**src/rtl/keypad_pkg.sv**
```systemverilog
// Shared constants, state encoding and BCD helper for the keypad adder.
package keypad_pkg;

  localparam logic [3:0] KEY_ADD = 4'hA;
  localparam logic [3:0] KEY_EQ  = 4'hE;
  localparam logic [3:0] KEY_CLR = 4'hC;
  localparam logic [3:0] BLANK   = 4'hF;

  typedef enum logic [1:0] {
    S_A   = 2'b00,
    S_B   = 2'b01,
    S_SUM = 2'b10
  } state_t;

  // Two-digit BCD operand, tens in d1.
  typedef struct packed {
    logic [3:0] d1;
    logic [3:0] d0;
  } bcd2_t;

  // Three-digit BCD result; the hundreds digit is at most 1.
  typedef struct packed {
    logic       s2;
    logic [3:0] s1;
    logic [3:0] s0;
  } bcd_sum_t;

  // Digit-serial BCD add of two 00-99 operands.
  function automatic bcd_sum_t bcd_add(input bcd2_t a, input bcd2_t b);
    logic [4:0] t0;
    logic [4:0] t1;
    logic       c0;
    bcd_sum_t   r;
    t0 = {1'b0, a.d0} + {1'b0, b.d0};
    c0 = (t0 > 5'd9);
    r.s0 = c0 ? 4'(t0 - 5'd10) : t0[3:0];
    t1 = {1'b0, a.d1} + {1'b0, b.d1} + {4'b0, c0};
    r.s2 = (t1 > 5'd9);
    r.s1 = r.s2 ? 4'(t1 - 5'd10) : t1[3:0];
    return r;
  endfunction

endpackage

```
**src/rtl/keypad_add_ctrl_press_qualifier.sv**
```systemverilog
// Turns the raw pressed level into a single accept pulse per physical press.
// One counter is shared: while armed it counts high samples, while disarmed
// it counts low samples toward re-arming.
module press_qualifier #(
  parameter int DEB_CYCLES = 3
) (
  input  logic       clk,
  input  logic       rst_n,
  input  logic       i_pressed,
  input  logic [3:0] i_key,
  output logic       o_accept,
  output logic [3:0] o_key
);

  localparam logic [3:0] LAST = 4'(DEB_CYCLES - 1);

  logic [3:0] r_cnt;
  logic       r_armed;
  logic       w_hit;

  // The edge on which the high count reaches DEB_CYCLES is the accept edge;
  // the key is consumed on that same edge by the controller.
  assign w_hit    = r_armed && i_pressed && (r_cnt == LAST);
  assign o_accept = w_hit;
  assign o_key    = w_hit ? i_key : 4'h0;

  // High-run / low-run counter and arm flag.
  always_ff @(posedge clk or negedge rst_n) begin
    if (!rst_n) begin
      r_cnt   <= 4'd0;
      r_armed <= 1'b1;
    end else if (r_armed) begin
      if (!i_pressed) begin
        r_cnt <= 4'd0;
      end else if (r_cnt == LAST) begin
        r_cnt   <= 4'd0;
        r_armed <= 1'b0;
      end else begin
        r_cnt <= r_cnt + 4'd1;
      end
    end else begin
      if (i_pressed) begin
        r_cnt <= 4'd0;
      end else if (r_cnt == LAST) begin
        r_cnt   <= 4'd0;
        r_armed <= 1'b1;
      end else begin
        r_cnt <= r_cnt + 4'd1;
      end
    end
  end

endmodule

```
**src/rtl/keypad_add_ctrl.sv**
```systemverilog
// Keypad adder controller: operand entry FSM, BCD sum latch and display mux.
module keypad_add_ctrl
  import keypad_pkg::*;
#(
  parameter int DEB_CYCLES = 3
) (
  input  logic        clk,
  input  logic        rst_n,
  input  logic        pressed,
  input  logic [3:0]  key,
  output logic [15:0] disp,
  output logic        key_ack,
  output logic [1:0]  state,
  output logic        sum_valid
);

  logic       w_accept;
  logic [3:0] w_key;
  logic       w_digit;
  bcd_sum_t   w_sum;

  state_t     r_state;
  bcd2_t      r_a;
  bcd2_t      r_b;
  bcd_sum_t   r_sum;
  logic       r_key_ack;
  logic [15:0] w_disp;

  press_qualifier #(.DEB_CYCLES(DEB_CYCLES)) u_qual (
    .clk       (clk),
    .rst_n     (rst_n),
    .i_pressed (pressed),
    .i_key     (key),
    .o_accept  (w_accept),
    .o_key     (w_key)
  );

  assign w_digit = (w_key <= 4'd9);
  assign w_sum   = bcd_add(r_a, r_b);

  // Entry FSM; every accepted key of a recognised class acks, others drop.
  always_ff @(posedge clk or negedge rst_n) begin
    if (!rst_n) begin
      r_state   <= S_A;
      r_a       <= '0;
      r_b       <= '0;
      r_sum     <= '0;
      r_key_ack <= 1'b0;
    end else begin
      r_key_ack <= 1'b0;
      case (r_state)
        S_A, S_B, S_SUM: begin
          if (w_accept) begin
            if (w_key == KEY_CLR) begin
              r_a       <= '0;
              r_b       <= '0;
              r_sum     <= '0;
              r_state   <= S_A;
              r_key_ack <= 1'b1;
            end else if (w_digit) begin
              r_key_ack <= 1'b1;
              if (r_state == S_A) begin
                r_a <= '{d1: r_a.d0, d0: w_key};
              end else if (r_state == S_B) begin
                r_b <= '{d1: r_b.d0, d0: w_key};
              end else begin
                r_a     <= '{d1: 4'h0, d0: w_key};
                r_b     <= '0;
                r_state <= S_A;
              end
            end else if (w_key == KEY_ADD && r_state == S_A) begin
              r_b       <= '0;
              r_state   <= S_B;
              r_key_ack <= 1'b1;
            end else if (w_key == KEY_EQ && r_state == S_B) begin
              r_sum     <= w_sum;
              r_state   <= S_SUM;
              r_key_ack <= 1'b1;
            end
          end
        end
        default: begin
          // Unreachable encoding: recover to a clean operand-A entry.
          r_state <= S_A;
          r_a     <= '0;
          r_b     <= '0;
          r_sum   <= '0;
        end
      endcase
    end
  end

  // Display mux from registered state; hundreds digit blanked when zero.
  always_comb begin
    w_disp = {BLANK, BLANK, 8'h00};
    case (r_state)
      S_A:     w_disp = {BLANK, BLANK, r_a};
      S_B:     w_disp = {BLANK, BLANK, r_b};
      S_SUM:   w_disp = {BLANK, (r_sum.s2 ? 4'h1 : BLANK), r_sum.s1, r_sum.s0};
      default: w_disp = {BLANK, BLANK, 8'h00};
    endcase
  end

  assign disp      = w_disp;
  assign key_ack   = r_key_ack;
  assign state     = r_state;
  assign sum_valid = (r_state == S_SUM);

endmodule

```
**config.mk**
```make
export PLATFORM = sky130hd
export DESIGN_NAME = keypad_add_ctrl
export DESIGN_NICKNAME = d
export VERILOG_FILES = /design/src/rtl/keypad_pkg.sv /design/src/rtl/keypad_add_ctrl_press_qualifier.sv /design/src/rtl/keypad_add_ctrl.sv
export SDC_FILE = /design/constraint.sdc
export NUM_CORES = 1
export LEC_CHECK = 0
export CORE_ASPECT_RATIO = 0.75
export CORE_MARGIN = 4
export CORE_UTILIZATION = 45
export CTS_CLUSTER_SIZE = 8
export DETAILED_ROUTE_END_ITERATION = 7
export PLACE_DENSITY = 0.71
export SYNTH_ARGS = -nofsm -noshare
export SYNTH_HDL_FRONTEND = slang
export SYNTH_SLANG_ARGS = --single-unit
```
**constraint.sdc**
```tcl
create_clock -name clk -period 4.5 [get_ports clk]
set_input_delay 0.9 -clock clk [delete_from_list [all_inputs] [get_ports clk]]
set_output_delay 0.9 -clock clk [all_outputs]
set_load 0.03 [all_outputs]
```
==> results.py, run 1 <==
metrics = {
    "yosys": {
        "synth_top_area_cell": "dfrtp_1",
        "synth_most_common_cell": "dfrtp_1",
        "syn-cell-area_um2": 2260,
        "synth_cell_types": 58,
        "netlist.area_leader.share": 0.354,
        "seq_area_frac_synth": 0.366,
        "synthArstFlopShare": 1.00,
        "ys_ff_latch": 33,
        "syn_area_per_cell_um2": 9.66,
        "yosysWarnings": 0,
        "synth_edf_count": 0,
        "synth_common_cells": "32 x dfrtp_1, 21 x nand2_1, 15 x a21oi_1, 14 x o21ai_0",
        "synth_cells": 234,
        "ys.flop_type": "dfrtp_1",
        "synth_area_leaders": "dfrtp_1 35%, ha_1 6.1%, mux2i_1 5.3%",
    },
    "routing": {
        "drt_iter0_markers": 115,
        "drcViolationCount": 0,
        "drtPass1Iterations": 4,
        "antenna_left": 0,
        "drt-vias-per-instance": 5.65,
        "wirelength_mm": 5.08,
        "via_count": 1775,
        "wl_per_cell_um": 16.2,
    },
    "floorplanning": {
        "dieArea_um2": 6230,
        "die_h_um": 69.4,
        "initial_core_util": 0.464,
        "die_w_um": 89.8,
        "core_area_um2": 4870,
        "io_pins": 27,
        "rows": 22,
    },
    "layout": {
        "area_growth_pct": 13.3,
        "design_area_um2": 2560,
        "fin_nets": 274,
        "drive_above_1_share": 0.0945,
        "n_antenna_cell": 0,
    },
    "place": {
        "gp_congestion": 0.893,
        "post-dp-hpwl_mm": 3.78,
        "placed_area_um2": 2470,
        "io_buffers": 21,
    },
    "power": {
        "p_leak_nw": 1.25,
        "intPower_uw": 732,
        "p_sw_frac": 0.427,
        "p_sw_uw": 545,
        "pwr-share-clk": 0.173,
        "peakVddDrop_uv": 269,
        "pwr-share-comb": 0.492,
        "power_frac_seq": 0.335,
        "power.density_nw_per_um2": 499,
    },
    "timing": {
        "hold_viol": 0,
        "fin_skew_ns": 0.00599,
        "timing.final.crit_share": 0.889,
        "setup_viol": 0,
        "grt_setup_unrepaired": "false",
        "slew_violations": 0,
        "tightest_slew_ns": 0.889,
        "fmax_mhz": 250,
        "holdWs_ns": 0.489,
        "tns_ns": 0,
        "finalCriticalPeriod_ns": 4.00,
        "max_slew_margin": 0.407,
    },
    "clocking": {
        "clkTransAtPathRegs_ns": 0.07,
        "clockBufferDepth": 2,
        "cts_inserted_buffers": 5,
        "postCtsHoldBufs": 0,
        "cts_sinks": 33,
        "clk_latency_ns": 0.29,
        "h-tree-depth": 2,
        "cts.root.buffer_cell": "clkbuf_8",
        "cts_tree": "yes",
    },
    "global_routing": {
        "grt-ovfl-total": 0,
        "grt_pass1_wl_mm": 8.69,
        "grt_max_degree": 34,
        "grt_antenna_before_repair": 0,
        "grt_usage": 0.173,
        "grt_pass1_vias": 1732,
    },
    "worst_hold_path": {
        "worstHoldPathType": "flop to flop",
    },
    "critical_path": {
        "cp_cell_sequence": "ha_1, inv_1, fa_1, xor2_1, a21oi_1, mux2i_1, nor2b_1, fa_1, inv_1, fa_1, xnor2_1, ha_1, nand2_1, a21boi_0, a31oi_2, mux2i_1, a22o_1",
        "crit_top_cell": "fa_1",
        "critPathMaxStageDelay_ns": 0.42,
        "arrival_ns": 4.22,
        "critical_path_class": "flop to flop",
        "crit_buf_inv": 2,
        "cp_top_family": "adder cells",
        "cp-end-kind": "flop",
        "timing.critical_path.slowest_stage_cell": "fa_1",
        "critPathLaunchType": "flop",
        "cp.required_ns": 4.73,
        "path_max_fanout": 4,
    },
    "flow_run": {
        "maxCapViolCount": 0,
    },
    "outcome": {
        "status": "complete, no violations",
    },
}
-- metal layers --
layer,track usage,up-vias,wire length [um]
met5,0,-,0
met4,0.0442,0,36
met3,0.0445,4,337
met2,0.241,54,2120
met1,0.264,844,2590
li1,-,873,-
-- state kept, by name, indices dropped and copies added (netlist names), named ones only --
name          cells
r_sum             9
r_a               8
r_b               8
u_qual.r_cnt      4
state             2
key_ack           1
-- logic make-up after synthesis --
group | after synthesis | share of synthesized area
XOR/XNOR | 7 | 0.0271
AND/OR/NAND/NOR | 67 | 0.166
AO/OA/AOI/OAI | 70 | 0.220
multiplexers | 14 | 0.0631
buffers and inverters | 28 | 0.0687
adder cells (fa/ha/maj) | 14 | 0.0875
flip-flops | 33 | 0.366
other | 1 | 0.00166
-- final cells by class --
type                    instances  area (um2)
fillers                       440        2310
clock inverters                 2        10.0
clock buffers                   6        72.6
repair buffers                 24         233
well taps                      60        75.1
multi-input cells             177        1300
flip-flops and latches         33         827
inverters                      12        45.0
-- cells in the final DEF, fill, tap and decap left out, types with 3 or more instances in the layout --
| cell | Yosys | final |
|---|---|---|
| nand2_1 | 21 | 21 |
| clkbuf_8 | 1 | 5 |
| inv_1 | 12 | 12 |
| conb_1 | 1 | 5 |
| a21o_1 | 5 | 5 |
| nor2b_1 | 4 | 4 |
| clkdlybuf4s50_1 | 0 | 21 |
| fa_1 | 3 | 3 |
| nor2_1 | 13 | 13 |
| ha_1 | 11 | 11 |
| buf_4 | 8 | 3 |
| o21ai_0 | 14 | 14 |
| mux2i_1 | 12 | 12 |
| xnor2_1 | 5 | 5 |
| a22o_1 | 13 | 13 |
| nand3_1 | 4 | 4 |
| and2_1 | 3 | 3 |
| a21oi_1 | 15 | 15 |
| nor3_1 | 5 | 5 |
| dfrtp_1 | 32 | 32 |
-- path summary, 6_finish.rpt --
kind / startpoint / end / slack, ns / depth (start not counted)
max reg2reg: r_b[0] / r_sum[6] / 0.50 / 17
max: r_b[0] / r_sum[6] / 0.50 / 17
min: u_qual.r_cnt[0] / u_qual.r_cnt[0] / 0.49 / 1
max in group asynchronous: rst_n / asynchronous set/reset pin / 3.15 / 2
min reg2reg: u_qual.r_cnt[0] / u_qual.r_cnt[0] / 0.49 / 1
min in group asynchronous: rst_n / r_b[1] / 1.02 / 2
-- per-stage QoR --
stage | worst slack, ns | util | power [mW] | instances
4_1_cts | 0.469 | 0.524 | 1.28 | 314
2_1_floorplan | 0.959 | - | 0.887 | 238
3_3_place_gp | 0.745 | 0.507 | 1.04 | 306
5_1_grt | 0.0496 | 0.526 | 1.38 | 314
3_5_place_dp | 0.486 | 0.507 | 1.05 | 306
6_report | 0.501 | 0.526 | 1.28 | 314
-- what timing repair did --
item	in CTS	in global routing
gates resized for setup	0	1
setup endpoints to repair	0	1
setup buffers	0	0
-- power by group through the flow --
stage | Clock (mW) | Sequential (mW) | Combinational, mW
finish | 0.221 | 0.428 | 0.628
global route | 0.240 | 0.436 | 0.703
CTS | 0.226 | 0.427 | 0.626
detailed placement | 0 | 0.433 | 0.621
global placement | 0 | 0.430 | 0.612
floorplan | 0 | 0.420 | 0.467
-- worst register-to-register path: stages (launching register included) --
cell,delay (ns)
dfrtp_1,0.40
ha_1,0.20
inv_1,0.06
fa_1,0.42
xor2_1,0.29
a21oi_1,0.12
mux2i_1,0.18
nor2b_1,0.19
fa_1,0.21
inv_1,0.06
fa_1,0.40
xnor2_1,0.31
ha_1,0.24
nand2_1,0.07
a21boi_0,0.16
a31oi_2,0.29
mux2i_1,0.21
a22o_1,0.14
No activity file was read; power rests on OpenSTA's default activity.
==> inputs of run 2 (changes only) <==
--- a/config.mk
+++ b/config.mk
@@ -6,11 +6,11 @@
 export NUM_CORES = 1
 export LEC_CHECK = 0
 export CORE_ASPECT_RATIO = 0.75
-export CORE_MARGIN = 4
-export CORE_UTILIZATION = 45
+export CORE_UTILIZATION = 53
 export CTS_CLUSTER_SIZE = 8
 export DETAILED_ROUTE_END_ITERATION = 7
-export PLACE_DENSITY = 0.71
+export PLACE_DENSITY = 0.8
 export SYNTH_ARGS = -nofsm -noshare
 export SYNTH_HDL_FRONTEND = slang
+export SYNTH_HIERARCHICAL = 1
 export SYNTH_SLANG_ARGS = --single-unit
==> run 2 against run 1 <==
Die area is 26% lower. Area after synthesis rose by 2.2%. Sequential power fell by 21%. First-iteration DRC count up 21%. Design area up 2.0%. Largest power group is now sequential cells.
==> results.py, run 2 <==
metrics = {
    "outcome": {
        "status": "complete, no violations",
    },
    "critical_path": {
        "cp-end-kind": "flop",
        "critPathLaunchType": "flop",
        "path_max_fanout": 4,
        "crit_path_start": "r_a[0]",
        "regToRegStartpoint": "r_a[0]",
        "cp.required_ns": 4.68,
        "critical_path_class": "flop to flop",
        "arrival_ns": 4.14,
        "reg2reg_slack_ns": 0.54,
    },
    "routing": {
        "wl_per_cell_um": 15.6,
        "drt_iter0_markers": 139,
        "via_count": 1879,
        "antenna_left": 0,
        "drt-vias-per-instance": 5.76,
        "drcViolationCount": 0,
        "wirelength_mm": 5.08,
        "drtPass1Iterations": 4,
    },
    "floorplanning": {
        "die_w_um": 78.2,
        "initial_core_util": 0.563,
        "die_h_um": 59.2,
        "io_pins": 27,
        "core_area_um2": 4100,
        "rows": 20,
        "dieArea_um2": 4630,
    },
    "global_routing": {
        "grt_antenna_before_repair": 0,
        "grt_pass1_vias": 1740,
        "grt_max_degree": 34,
        "grt_usage": 0.248,
        "grt_pass1_wl_mm": 8.70,
        "grt-ovfl-total": 0,
    },
    "layout": {
        "largest_reg_flops": 9,
        "fin_nets": 291,
        "layout_commonest_cell": "dfrtp_1",
        "drive_above_1_share": 0.0996,
        "post-route-util": 0.637,
        "mostFrequentLayoutCells": "32 x dfrtp_1, 30 x nand2_1, 21 x clkdlybuf4s50_1",
        "n_antenna_cell": 0,
        "reg.largest.list": "r_sum x9, r_a x8, r_b x8",
        "area_growth_pct": 13.1,
        "largest_register": "r_sum",
    },
    "yosys": {
        "yosysWarnings": 6,
        "synth_top_area_cell": "dfrtp_1",
        "synth-adder-area-share": 0.0856,
        "synth_simple_gate_area_frac": 0.173,
        "synthArstFlopShare": 1.00,
        "synth_cell_types": 54,
        "synth_area_leaders": "dfrtp_1 35%, mux2i_1 7.8%, ha_1 6.0%",
        "synth_cells": 251,
        "ys_ff_latch": 33,
        "synth_most_common_cell": "dfrtp_1",
        "seq_area_frac_synth": 0.358,
        "synth_top_family_by_area": "compound AO/OA/AOI/OAI gates",
        "synth_xor_area_frac": 0.0228,
        "synth_common_cells": "32 x dfrtp_1, 30 x nand2_1, 20 x o21ai_0, 19 x inv_1, 18 x mux2i_1",
        "synth_compound_area_frac": 0.182,
        "synth_edf_count": 0,
        "syn_area_per_cell_um2": 9.20,
        "syn-cell-area_um2": 2310,
        "netlist.area_leader.share": 0.347,
        "synth.area.mux_share": 0.101,
        "ys.flop_type": "dfrtp_1",
    },
    "clocking": {
        "clk_latency_ns": 0.29,
        "cts.root.buffer_cell": "clkbuf_8",
        "clockBufferDepth": 2,
        "clkTransAtPathRegs_ns": 0.08,
        "post_cts_buffers": 0,
        "cts_sinks": 33,
        "ctsResizeCount": 0,
        "h-tree-depth": 2,
        "cts_tree": "yes",
        "postCtsHoldBufs": 0,
        "cts_inserted_buffers": 5,
    },
    "place": {
        "gp_congestion": 0.932,
        "post-dp-hpwl_mm": 3.74,
        "io_buffers": 21,
    },
    "flow_run": {
        "maxCapViolCount": 0,
    },
    "timing": {
        "max_slew_margin": 0.568,
        "slew_violations": 0,
        "timing.final.crit_share": 0.880,
        "fmax_mhz": 253,
        "tns_ns": 0,
        "finalCriticalPeriod_ns": 3.96,
        "setup_viol": 0,
        "grt_setup_unrepaired": "false",
        "tightest_slew_ns": 0.645,
        "fin_skew_ns": 0.00890,
        "hold_viol": 0,
    },
    "power": {
        "power.density_nw_per_um2": 296,
        "peakVddDrop_uv": 222,
        "p_leak_nw": 1.23,
    },
    "worst_hold_path": {
        "worstHoldPathType": "flop to flop",
        "worstHoldStart": "u_qual/r_cnt[0]",
    },
}
run 2: critical path: stages, from the launching register on:
cell and delay, ns:
dfrtp_1 0.41, ha_1 0.18, inv_1 0.05, fa_1 0.40
xor2_1 0.18, and2_1 0.20, o311ai_2 0.33, inv_1 0.10
fa_1 0.38, inv_1 0.08, fa_1 0.25, xor2_1 0.23
inv_1 0.07, ha_1 0.23, nand2_1 0.07, nand4b_1 0.18
a21bo_2 0.26, a32o_1 0.24
run 2: final timing paths:
path,end,cells past startpoint
worst max-delay path,r_sum[6],17
worst min-delay path,u_qual/r_cnt[0],1
worst max register to register,r_sum[6],17
worst min register to register,u_qual/r_cnt[0],1
max in group asynchronous,asynchronous set/reset pin,2
min in group asynchronous,r_sum[7],2
run 2: through the flow:
stage          power, mW  std cells  cell area (um2)  setup WS (ns)  hold WS, ns
5_1_grt            0.814        326             2610          0.264        0.496
4_1_cts            0.774        326             2610          0.555        0.485
3_5_place_dp       0.557        318             2530          0.588        0.470
6_report           0.773        326             2610          0.541        0.482
3_3_place_gp       0.548        318             2530          0.699        0.467
2_1_floorplan      0.501        255             2320          0.855        0.448
run 2: area by class of cell:
class | instances | area [um2]
multi-input combinational | 186 | 1320
clock inverter | 2 | 10.0
inverter | 19 | 71.3
fill | 349 | 1490
sequential | 33 | 827
tap | 55 | 68.8
timing repair buffer | 25 | 240
clock buffer | 6 | 72.6
run 2: report_power, final:
group / internal, mW / switching [mW] / total [mW]
Clock: 0.107 / 0.112 / 0.219
Combinational: 0.0906 / 0.124 / 0.215
Sequential: 0.320 / 0.0194 / 0.339
Total: 0.518 / 0.255 / 0.773
run 2: cell families (layout without fill, tap and decap cells):
kind of cell	count (synthesis)	after routing
DFF	33	33
AOI/OAI and AO/OA	60	60
xor gates and xnor gates	6	6
other	1	5
muxes	22	22
adders and majority gates	14	14
buffers and inverters	36	52
and+or+nand+nor	79	79
run 2: per-layer routing:
layer / part of all wire / vias to the layer above / global-route usage
met5: 0 / - / 0
met4: 0.0045 / 0 / 0.0635
met3: 0.059 / 4 / 0.0446
met2: 0.45 / 56 / 0.388
met1: 0.49 / 921 / 0.360
li1: - / 898 / -
